**src/rtl/i2s_tone_sequencer.sv**
```systemverilog
// i2s_tone_sequencer
//
// Drives the tone lookup ROM (sine / triangle) and turns each fetched entry into a paced stereo
// sample word for the I2S transmit FIFO writer. On every sample-rate tick one table entry is
// fetched, arithmetically attenuated, and offered as {left, right} on a valid/ready handshake.
// The table position advances only once the consumer has accepted the word.
//
// Parameters
//   MUTE_RIGHT     1: right channel forced to zero, 0: right channel mirrors left
//   OVR_WIDTH      width of the saturating overrun counter
//
// Ports
//   clk, rst_n     system clock, asynchronous active-low reset
//   enable         run request; falling enable stops at the next safe point
//   tone_sel       requested table (0 sine, 1 triangle), taken only at a period boundary
//   attenuate      arithmetic right-shift amount applied to the fetched entry
//   sample_tick    one-cycle strobe at the audio sample rate
//   wave_sel       table select to the ROM
//   wave_pos       table index to the ROM
//   wave_len       period length returned by the ROM
//   wave_value     signed entry returned by the ROM (combinational from wave_sel/wave_pos)
//   out_data       {left[15:0], right[15:0]}
//   out_valid      out_data holds a sample
//   out_ready      consumer accepts out_data when out_valid & out_ready
//   overrun_count  ticks dropped because a sample was still pending (saturating)
//   busy           sequencer is not idle

`timescale 1ns/1ps

module i2s_tone_sequencer #(
  parameter bit          MUTE_RIGHT = 1'b0,
  parameter int unsigned OVR_WIDTH  = 8
) (
  input  logic                 clk,
  input  logic                 rst_n,
  input  logic                 enable,
  input  logic                 tone_sel,
  input  logic [3:0]           attenuate,
  input  logic                 sample_tick,
  output logic                 wave_sel,
  output logic [7:0]           wave_pos,
  input  logic [7:0]           wave_len,
  input  logic [15:0]          wave_value,
  output logic [31:0]          out_data,
  output logic                 out_valid,
  input  logic                 out_ready,
  output logic [OVR_WIDTH-1:0] overrun_count,
  output logic                 busy
);

  typedef enum logic [1:0] {
    StIdle,
    StWaitTick,
    StLookup,
    StOffer
  } state_e;

  state_e                state_q, state_d;
  logic [7:0]            pos_q, pos_d;
  logic                  sel_q, sel_d;
  logic [31:0]           data_q, data_d;
  logic                  valid_q, valid_d;
  logic [OVR_WIDTH-1:0]  ovr_q, ovr_d;

  logic [8:0]            pos_inc;
  logic                  pos_wrap;
  logic signed [15:0]    sample_s;
  logic [15:0]           right_s;
  logic                  tick_drop;
  logic                  accept;

  // 9-bit increment so a position of 255 cannot alias to 0; the >= compare also pulls an
  // out-of-range position back to the start of the table.
  assign pos_inc  = {1'b0, pos_q} + 9'd1;
  assign pos_wrap = (pos_inc >= {1'b0, wave_len});

  assign sample_s = $signed(wave_value) >>> attenuate;
  assign right_s  = MUTE_RIGHT ? 16'h0000 : $unsigned(sample_s);

  // A tick that arrives while a sample is being fetched or still pending is lost.
  assign tick_drop = sample_tick && ((state_q == StLookup) || (state_q == StOffer));
  assign accept    = valid_q && out_ready;

  always_comb begin
    state_d = state_q;
    pos_d   = pos_q;
    sel_d   = sel_q;
    data_d  = data_q;
    valid_d = valid_q;
    ovr_d   = ovr_q;

    if (tick_drop && !(&ovr_q)) begin
      ovr_d = ovr_q + OVR_WIDTH'(1);
    end

    unique case (state_q)
      StIdle: begin
        pos_d = 8'd0;
        if (enable) begin
          sel_d   = tone_sel;
          state_d = StWaitTick;
        end
      end

      StWaitTick: begin
        if (!enable) begin
          pos_d   = 8'd0;
          state_d = StIdle;
        end else if (sample_tick) begin
          state_d = StLookup;
        end
      end

      StLookup: begin
        data_d  = {sample_s, right_s};
        valid_d = 1'b1;
        state_d = StOffer;
      end

      StOffer: begin
        // Hold the word until accepted, even if enable has dropped meanwhile.
        if (accept) begin
          valid_d = 1'b0;
          if (pos_wrap) begin
            pos_d = 8'd0;
            sel_d = tone_sel;
          end else begin
            pos_d = pos_inc[7:0];
          end
          if (enable) begin
            state_d = StWaitTick;
          end else begin
            pos_d   = 8'd0;
            state_d = StIdle;
          end
        end
      end

      default: begin
        state_d = StIdle;
      end
    endcase
  end

  always_ff @(posedge clk or negedge rst_n) begin
    if (!rst_n) begin
      state_q <= StIdle;
      pos_q   <= 8'd0;
      sel_q   <= 1'b0;
      data_q  <= 32'd0;
      valid_q <= 1'b0;
      ovr_q   <= '0;
    end else begin
      state_q <= state_d;
      pos_q   <= pos_d;
      sel_q   <= sel_d;
      data_q  <= data_d;
      valid_q <= valid_d;
      ovr_q   <= ovr_d;
    end
  end

  assign wave_sel      = sel_q;
  assign wave_pos      = pos_q;
  assign out_data      = data_q;
  assign out_valid     = valid_q;
  assign overrun_count = ovr_q;
  assign busy          = (state_q != StIdle);

endmodule

```
**config.mk**
```make
export PLATFORM = sky130hd
export DESIGN_NAME = i2s_tone_sequencer
export DESIGN_NICKNAME = d
export VERILOG_FILES = /design/src/rtl/i2s_tone_sequencer.sv
export SDC_FILE = /design/constraint.sdc
export NUM_CORES = 1
export LEC_CHECK = 0
export CAP_MARGIN = 0
export CORE_MARGIN = 3
export CORE_UTILIZATION = 25
export DETAILED_ROUTE_END_ITERATION = 10
export GPL_ROUTABILITY_DRIVEN = 0
export GPL_TIMING_DRIVEN = 0
export SYNTH_ARGS = -nofsm -noshare
export SYNTH_HDL_FRONTEND = slang
export SYNTH_SLANG_ARGS = --single-unit
```
**constraint.sdc**
```tcl
create_clock -name clk -period 2.8 [get_ports clk]
set_input_delay 0.28 -clock clk [delete_from_list [all_inputs] [get_ports clk]]
set_output_delay 0.28 -clock clk [all_outputs]
set_load 0.02 [all_outputs]
```
Word-level counts from Yosys, hierarchy flattened
Cells that the tools add are included. Widths: inputs -> output; s select.

ROM bits: 0. Memories: 0. Memory bits (writable): 0. Output and inout bits: 51. Latch bits: 0. Logic and storage cells: 50. Flip-flop bits (word level): 52. Input bits: 34.

Shift-type cells: 1. Add/sub/neg operators: 2. $mul: 0. Mux-type cells: 17. Bitwise operators: 0. Reductions and logical operators: 15. Eq/ne operators: 8. Magnitude comparators: 1. Div/mod/pow operators: 0.

Operators with widths (number): $mux 8 (4); $pmux 8 s3 (1); $sshr 16x4->16 (1); $add 8x1->9 const B (1); $ge 9x8->1 (1); $add 8x1->8 const B (1); $mux 2 (4); $ne 2x2->1 const B (4); $pmux 2 s4 (1); $reduce_and 8->1 (1); $reduce_and 3->1 (2); $reduce_bool 2->1 (3); $mux 1 (5); $eq 2x2->1 const B (2); $pmux 1 s2 (2); $reduce_and 4->1 (1); $logic_and 1x1->1 (3); $ne 3x3->1 const B (1); $reduce_bool 3->1 (1); $eq 2x1->1 const B (1); $logic_not 2->1 (1); $reduce_and 2->1 (1); $logic_not 1->1 (1); $logic_or 1x1->1 (1).

Logic depth before layout (Yosys ltp)
Gate-level depths: netlist of run 1.

Depth after elaboration: 6. Depth in mapped cells: 10. Gate-level depth less buffers: 10.

Least setup slack after synthesis of run 1
No wires, ideal clock.

Path type: flip-flop to flip-flop. Start: reg pos_q[0], in the netlist wave_pos[0]. End: reg pos_q[2], in the netlist wave_pos[2]. Arrival time: 2.640 ns. Library setup time: 0.104 ns. Clock period less this slack: 2.744 ns. Slack: 0.056 ns. Data required time: 2.696 ns. Cell stages (with the launch flop): 11. Path buffers: 0. Cell sequence: dfrtp_1 > ha_1 > nand4_1 > o21a_1 > or2_2 > ha_1 > a21oi_1 > o22ai_1 > a211oi_4 > nand3_1 > o311ai_1.

Word-level cells in the longest chain between the ends: 6.

RTL lines: from (decl) (RTL line 59) `logic [7:0] pos_q, pos_d;`; from (signal assigned) (RTL line 155) `pos_q <= pos_d;`; $add 8x1->9 (*) (RTL line 74) `assign pos_inc = {1'b0, pos_q} + 9'd1;`; $ge 9x8->1 (RTL line 75) `assign pos_wrap = (pos_inc >= {1'b0, wave_len});`; $mux 8 (*) (RTL line 124) `if (pos_wrap) begin`; $mux 8 (*) (RTL line 130) `if (enable) begin`; $mux 8 (*) (RTL line 122) `if (accept) begin`; $pmux 8 s3 (*) (RTL line 96) `unique case (state_q)`.

Every way passes the cells marked *; elsewhere a longest branch is shown, timed or not. The select of a mux whose other input is x is not followed. A chain may end at the register's enable or synchronous reset.

Worst setup path in the final report of run 1
Start: reg pos_q[0], in the netlist wave_pos[0]. End: reg sel_q, in the netlist wave_sel.

Word-level cells in the longest chain between the ends: 4.

RTL lines: $add 8x1->9 (RTL line 74); $ge 9x8->1 (RTL line 75); $ne 2x2->1 (no source line); $reduce_and 4->1 (no source line); to (signal assigned) (RTL line 156) `sel_q <= sel_d;`; to (decl) (RTL line 60) `logic sel_q, sel_d;`.

No other way between the ends.

==> impl_metrics.ini, run 1 <==
[sta]
whs_ns = 0.0799
finClkSkew_ns = 0.00884
hold_viol_final = 0
max_freq_ghz = 0.371
setup_viol = 0
report.final.slew_viol_count = 0
post-route-period-util_pct = 96.2
fin_crit_ns = 2.69
slew-limit-headroom_pct = 46.7
finalSetupTns_ns = 0
worstMarginPinSlew_ns = 0.799

[die]
io_pins = 85
die_area_um2 = 11900
rows = 37
die_w_um = 109
die_h_um = 109
start_util_pct = 25.8
design.core.area_um2 = 10300

[finish]
area_growth_pct = 43.4
drive_above_1_share_pct = 17.8
n_antenna_cell = 0
nets = 430
fin_cells = 523

[synthesis]
netlist_instances = 291
synth_largest_type_area_fraction_pct = 33.8
synth-main-ff-cell = dfrtp_1
yosys.area_share.xor_xnor_pct = 3.62
synthAdderAreaFrac_pct = 4.70
yosys_warnings = 0
synthMuxAreaShare_pct = 16.3
synth_edf_count = 0
ys_seq_elements = 36
syn_area_um2 = 2660
synth_nets = 335
yosys.area.top_type = dfrtp_1
synth_top_family_by_area = simple AND/OR/NAND/NOR gates
synth-simple-area-share_pct = 17.1
ys_async_sr_fraction_pct = 100
synth_compound_area_share_pct = 15.1
synthTopCellsByArea = dfrtp_1 34%, mux4_2 7.6%, nand2_1 5.8%
seq_area_frac_synth_pct = 33.8
syn_area_per_cell_um2 = 9.15
synth.distinct_cells = 43

[routing]
wl_met1_um = 3180
drcViolationCount = 0
drt_iter0_markers = 67
wl_met2_um = 3440
ant_nets = 0
wl_met3_um = 410
totalWireLength_um = 7080
vias = 2484
firstDrtPassIters = 4
routedWlPerCell_um = 13.5
routed_via_density = 4.75
top_layer = met4

[setup_path]
startpoint = wave_pos[0]
cp-end-kind = flop
cp-endpoint = wave_sel
startpoint_type = flop
crit_type = flop to flop
crit_chain = ha_4 -> nand4_1 -> o21a_1 -> or2_2 -> ha_1 -> a21oi_2 -> o22ai_2 -> a211oi_4 -> buf_4 -> nand3_1 -> nor3b_1
cp.required_ns = 2.98
rrSetupSlack_ns = 0.11
worstReg2RegEnd = wave_sel
crit_fanout = 5
worstPathArrival_ns = 2.87
ff2ff_path_depth = 11
regToRegStartpoint = wave_pos[0]
cpPeakStageDelay_ns = 0.41
cpMaxStageDelayCell = dfrtp_2

[clocking]
cts_buffer_depth = 2
clock_latency_ns = 0.28
htree_levels = 2
cts_tree = yes
cts_buffers = 5
clk_pin_slew_ns = 0.08
ctsHoldBuffers = 0
cts_root_buffer = clkbuf_8
clock-sinks = 36

[placed_design]
io_buffers = 80
dp_cells = 507
hpwl_um = 5610

[global_routing]
grt_util_all_layers_pct = 12.2
antenna_found_initial = 0
grt_overflow_total = 0
first_global_vias = 2466
grt_max_degree = 37
grt_pass1_wl_um = 11800

[outcome]
status = finished clean

[power]
p_leak_nw = 1.65
peakVddDrop_uv = 329
p_per_area_nw_per_um2 = 831

[worst_hold_path]
hp-class = primary input to async pin

[flow_run]
drv_cap = 0
==> critical path: cells and delay by family, from the launching register on <==
kind / cells / cell delay (ns)
simple gates: 4 / 0.69
buf+inv: 1 / 0.17
compound gates: 4 / 0.82
fa+ha+maj: 2 / 0.48
flops: 1 / 0.41
==> per-layer routing <==
layer | GRT usage, % | vias to the layer above
met3 | 2.90 | 6
met5 | 0 | -
met2 | 21.0 | 70
li1 | - | 1208
met4 | 2.23 | 0
met1 | 15.8 | 1200
==> synthesized netlist by cell type (4+ instances only) <==
master / number
nand2_1: 41
dfrtp_1: 36
nor2_1: 20
buf_4: 17
a21oi_1: 16
inv_1: 14
mux2i_1: 13
o21ai_0: 12
ha_1: 10
clkbuf_1: 9
mux2_2: 9
mux4_2: 9
nand3_1: 9
nand4_1: 7
xnor2_1: 7
nor2b_1: 5
o211ai_1: 5
and3_1: 4
xor2_1: 4
==> what timing repair did <==
item | 4_1_cts | 5_1_grt
hold endpoints to repair | 0 | 0
setup buffers | 2 | 6
pin swaps | 1 | 2
setup endpoints to repair | 9 | 9
gates resized for setup | 2 | 6
==> metrics by stage <==
step                power (mW)  setup WS (ns)  cell area [um2]  utilization (%)
finish                    3.17          0.105             3820             37.0
global route              3.41       -0.00233             3820             37.0
CTS                       3.19         0.0161             3750             36.3
detailed placement        2.79         -0.227             3630             35.2
global placement          2.76         -0.168             3630             35.2
floorplan                 1.95         0.0557             2660                -
==> cell families (layout without fill, tap and decap cells) <==
logic type,after synthesis,after routing
AND/OR/NAND/NOR,99,99
AO/OA/AOI/OAI,58,58
buffers and inverters,46,142
flip-flops,36,36
multiplexers,31,31
XOR/XNOR,11,11
adder cells (fa/ha/maj),10,10
==> power breakdown <==
group | switching (mW) | leakage (nW) | internal, mW
Clock | 0.182 | 0.0510 | 0.196
Combinational | 0.929 | 1.15 | 0.950
Sequential | 0.194 | 0.448 | 0.721
Total | 1.30 | 1.65 | 1.87
==> worst min-delay path by stage <==
stage,from,to,slack [ns]
2_1_floorplan,rst_n,async pin,-0.02
3_3_place_gp,overrun_count[4],overrun_count[4],0.47
3_5_place_dp,rst_n,overrun_count[3],0.43
4_1_cts,rst_n,overrun_count[7],0.11
5_1_grt,rst_n,overrun_count[7],0.15
6_report,rst_n,overrun_count[7],0.08
==> registers in the layout, indices dropped and copies added, names as in the netlist, named ones only <==
| register | count |
|---|---|
| wave_pos | 8 |
| overrun_count | 8 |
| state_q | 1 |
| out_data | 16 |
| wave_sel | 1 |
| out_valid | 1 |
==> area by class of cell <==
| cell class | count | area, um2 |
|---|---|---|
| Clock buffer | 6 | 82.6 |
| Fill cell | 1051 | 6500 |
| Multi-Input combinational cell | 209 | 1540 |
| Inverter | 15 | 56.3 |
| Timing Repair Buffer | 88 | 860 |
| Clock inverter | 2 | 10.0 |
| Sequential cell | 36 | 903 |
| Tap cell | 136 | 170 |
| Buffer | 31 | 193 |
==> cells in the final DEF, fill, tap and decap left out, drive strengths merged, types with 4 or more instances in the layout <==
| master | instances |
|---|---|
| clkdlybuf4s50 | 79 |
| nand2 | 41 |
| dfrtp | 36 |
| buf | 30 |
| nor2 | 20 |
| a21oi | 16 |
| clkbuf | 16 |
| inv | 15 |
| mux2i | 13 |
| o21ai | 12 |
| ha | 10 |
| nand3 | 9 |
| mux2 | 9 |
| mux4 | 9 |
| xnor2 | 7 |
| nand4 | 7 |
| o211ai | 6 |
| nor2b | 5 |
| xor2 | 4 |
| and3 | 4 |
Power figures use the tool's default switching activity.
==> run 2: changes to the inputs <==
Settings changed: SKIP_CTS_REPAIR_TIMING from default to 1, TNS_END_PERCENT from default to 20.
==> run 2 against run 1 <==
Critical path depth down 1; routed wire length up 0.71%; count of clock-buffer cells in the layout unchanged; register-to-register slack better by 0.04 ns; largest cell class unchanged; sequential power about the same; non-clock buffer count up 2; worst setup slack better by 0.041 ns; global-route usage down 0.087 points; total power about the same; maximum frequency up 1.6%; clock power about the same.
==> impl_metrics.ini, run 2 (synthesis gave the netlist of run 1 again) <==
[global_routing]
grt_max_degree = 37
grt_overflow_total = 0
grt_pass1_wl_um = 11700
first_global_vias = 2455
grt_util_all_layers_pct = 12.2
antenna_found_initial = 0

[setup_path]
crit_type = flop to flop
worstPathArrival_ns = 2.84
cp-end-kind = flop
cp.required_ns = 2.98
startpoint_type = flop
crit_fanout = 7

[placed_design]
place_ws_ns = -0.227
hpwl_um = 5610
dp_cells = 507
io_buffers = 80

[clocking]
cts_buffer_depth = 2
clock-sinks = 36
cts_buffers = 5
clk_pin_slew_ns = 0.08
htree_levels = 2
clock_latency_ns = 0.28
cts_root_buffer = clkbuf_8
cts_tree = yes

[power]
p_leak_nw = 1.65
fin_total_pwr_mw = 3.17
peakVddDrop_uv = 329
p_per_area_nw_per_um2 = 825

[die]
die_area_um2 = 11900
io_pins = 85
design.core.area_um2 = 10300
start_util_pct = 25.8
die_h_um = 109
die_w_um = 109
rows = 37

[sta]
setup_ws_ns = 0.147
report.final.slew_viol_count = 0
hold_viol_final = 0
post-route-period-util_pct = 94.8
setup_viol = 0
worstMarginPinSlew_ns = 0.803
slew-limit-headroom_pct = 46.5
fin_crit_ns = 2.65
max_freq_ghz = 0.377
finClkSkew_ns = 0.00933
rsz0062_at_grt = no

[finish]
nets = 432
area_growth_pct = 44.5
largest_register_ffs = 16
fin_cells = 525
mostFrequentLayoutCells = 79 x clkdlybuf4s50_1, 41 x nand2_1, 33 x dfrtp_1
n_antenna_cell = 0
drive_above_1_share_pct = 19.0
mostFrequentLayoutCell = clkdlybuf4s50_1
fin_util_pct = 37.3

[routing]
totalWireLength_um = 7130
drt_iter0_markers = 71
drcViolationCount = 0
routed_via_density = 4.74
routedWlPerCell_um = 13.6
vias = 2489
ant_nets = 0
firstDrtPassIters = 4

[worst_hold_path]
hp-class = primary input to async pin

[outcome]
status = finished clean

[flow_run]
drv_cap = 0
run 2: cell types whose count changed in the layout (fill, tap and decap cells not counted), sizes merged:
| cell | before | now |
|---|---|---|
| buf | 30 | 32 |
run 2: where the power goes:
| part | internal [mW] | switching [mW] |
|---|---|---|
| clock | 0.196 | 0.183 |
| sequential | 0.721 | 0.193 |
| combinational | 0.953 | 0.929 |
| total | 1.87 | 1.30 |
run 2: path summary, 6_finish.rpt:
| path | start | end | slack [ns] | cells past startpoint |
|---|---|---|---|---|
| max in group asynchronous | rst_n | wave_pos[0] | 2.17 | 1 |
| setup reg to reg | wave_pos[0] | wave_pos[2] | 0.15 | 10 |
| hold reg to reg | overrun_count[4] | overrun_count[4] | 0.49 | 1 |
| min in group clk | enable | state_q[0] | 0.35 | 3 |
| setup / recovery | wave_pos[0] | wave_pos[2] | 0.15 | 10 |
| hold / removal | rst_n | overrun_count[7] | 0.08 | 1 |
run 2: final cells by class:
class,instances,area [um2]
inverter,15,56.3
buffer,31,193
sequential,36,905
timing repair buffer,90,871
clock buffer,6,82.6
fill,1049,6470
clock inverter,2,10.0
tap,136,170
multi-input combinational,209,1560
run 2: layer usage:
metal,GRT usage [%],up-vias,wire (um)
met5,0,-,0
met3,2.90,6,446
li1,-,1212,-
met1,15.8,1196,3170
met4,2.23,0,47
met2,20.7,75,3460
run 2: critical path, cell delays in order (launching register included):
cell and delay [ns]:
dfrtp_2 0.41, ha_4 0.17, nand4_1 0.19, o21a_1 0.24, or2_2 0.32, ha_4 0.23, a21oi_2 0.15, o22ai_2 0.11
a211oi_4 0.30, nand3_1 0.14, o311ai_1 0.29
run 2: stage by stage:
stage	TNS, ns	instance area [um2]	hold slack [ns]
after global routing	0	3850	0.156
after global placement	-0.313	3630	0.474
final	0	3850	0.0809
after CTS	-0.881	3720	0.108
after floorplan	0	2660	-0.0156
after detailed placement	-0.547	3630	0.428
==> run 3: changes to the inputs <==
Settings changed: ABC_CLOCK_PERIOD_IN_PS from default to 2800, GPL_ROUTABILITY_DRIVEN 0 to default, PLACE_DENSITY_LB_ADDON from default to 0.08.
==> run 3 against run 2 <==
Combinational power is essentially flat; global-route usage is 0.53 points higher; count of clock-buffer cells in the layout stayed put.
==> impl_metrics.ini, run 3 (synthesis gave the netlist of run 1 again) <==
[routing]
firstDrtPassIters = 4
routed_via_density = 4.67
drt_iter0_markers = 97
vias = 2438
totalWireLength_um = 7400
drcViolationCount = 0
routedWlPerCell_um = 14.2
ant_nets = 0

[placed_design]
io_buffers = 80
dp_cells = 507
place_area_um2 = 3630
gp_congestion = 0.778
hpwl_um = 5650
place_ws_ns = -0.291

[die]
rows = 37
die_w_um = 109
die_area_um2 = 11900
die_h_um = 109
start_util_pct = 25.8
io_pins = 85
design.core.area_um2 = 10300

[sta]
max_freq_ghz = 0.374
setup_viol = 0
worstMarginPinSlew_ns = 0.826
finClkSkew_ns = 0.00479
post-route-period-util_pct = 95.5
report.final.slew_viol_count = 0
setup_ws_ns = 0.126
slew-limit-headroom_pct = 45.0
hold_viol_final = 0
fin_crit_ns = 2.67
finalSetupTns_ns = 0
whs_ns = 0.0858

[setup_path]
cp.required_ns = 2.98
cp-end-kind = flop
crit_fanout = 7
worstPathArrival_ns = 2.85
crit_type = flop to flop
startpoint_type = flop

[finish]
multiInputGateArea_um2 = 1560
seqCellArea_um2 = 905
largest_register_ffs = 16
mostFrequentLayoutCell = clkdlybuf4s50_1
n_antenna_cell = 0
drive_above_1_share_pct = 17.9
area_growth_pct = 43.3
fin_cells = 522
design_area_um2 = 3820
nFillCells = 1067
mostFrequentLayoutCells = 79 x clkdlybuf4s50_1, 41 x nand2_1, 33 x dfrtp_1
fin_util_pct = 37.0
nets = 430

[clocking]
cts_root_buffer = clkbuf_8
cts_buffer_depth = 2
clock_latency_ns = 0.29
clock-sinks = 36
clk_pin_slew_ns = 0.07
cts_buffers = 5
htree_levels = 2
cts_tree = yes

[global_routing]
grt_pass1_wl_um = 11900
first_global_vias = 2306
grt_util_all_layers_pct = 12.7
grt_overflow_total = 0
antenna_found_initial = 0
grt_max_degree = 37

[power]
clock_power_share_pct = 11.3
p_leak_nw = 1.63
pwr-share-seq_pct = 29.3
peakVddDrop_uv = 460
p_sw_share_pct = 41.9
p_per_area_nw_per_um2 = 826
fin_total_pwr_mw = 3.15
combPwrFrac_pct = 59.4
p_int_mw = 1.83
switchingPower_mw = 1.32

[outcome]
status = finished clean

[worst_hold_path]
hp-class = primary input to async pin

[flow_run]
drv_cap = 0
==> run 3: cell types whose count changed in the layout (fill, tap and decap cells not counted), sizes merged <==
cell    previous run  this run
clkinv             2         1
buf               32        30
==> run 3: worst max-delay path, cell delays in order (launching register included) <==
cell and delay (ns):
dfrtp_2 0.42, ha_4 0.17, nand4_1 0.18, o21a_1 0.24, or2_2 0.32, ha_4 0.28
a21oi_2 0.05, o22ai_1 0.22, a211oi_4 0.05, buf_6 0.14, buf_4 0.13, buf_4 0.12
a32o_1 0.24
==> run 3: area by class of cell <==
cell class                      instances  area share (%)
Timing Repair Buffer                   88            22.5
Multi-Input combinational cell        209            40.8
Sequential cell                        36            23.7
Clock buffer                            6            1.90
Clock inverter                          1           0.131
Buffer                                 31            5.05
Tap cell                              136            4.46
Inverter                               15            1.48
==> run 3: metal layers <==
layer,share of wire [%],wire length (um),global-route usage [%],up-vias
li1,-,-,-,1214
met1,48,3540,17.7,1151
met2,45,3340,19.9,68
met3,6.1,450,2.37,5
met4,0.96,71,3.74,0
met5,0,0,0,-
==> run 3: path summary, 6_finish.rpt <==
| path | start | endpoint | slack [ns] | cells after the start |
|---|---|---|---|---|
| worst max-delay path | wave_pos[1] | wave_pos[3] | 0.13 | 12 |
| min in group clk | enable | state_q[0] | 0.33 | 3 |
| worst min-delay path | rst_n | overrun_count[4] | 0.09 | 1 |
| worst min register to register | overrun_count[4] | overrun_count[4] | 0.50 | 1 |
| max in group asynchronous | rst_n | wave_pos[1] | 2.14 | 1 |
| worst max register to register | wave_pos[1] | wave_pos[3] | 0.13 | 12 |
==> run 3: power groups by stage <==
stage	Clock, mW	Sequential [mW]	Combinational (mW)
after floorplan	0	1.10	0.849
after global placement	0	0.940	1.86
after detailed placement	0	0.944	1.86
after CTS	0.377	0.936	1.87
after global routing	0.396	0.965	2.04
final	0.356	0.923	1.87
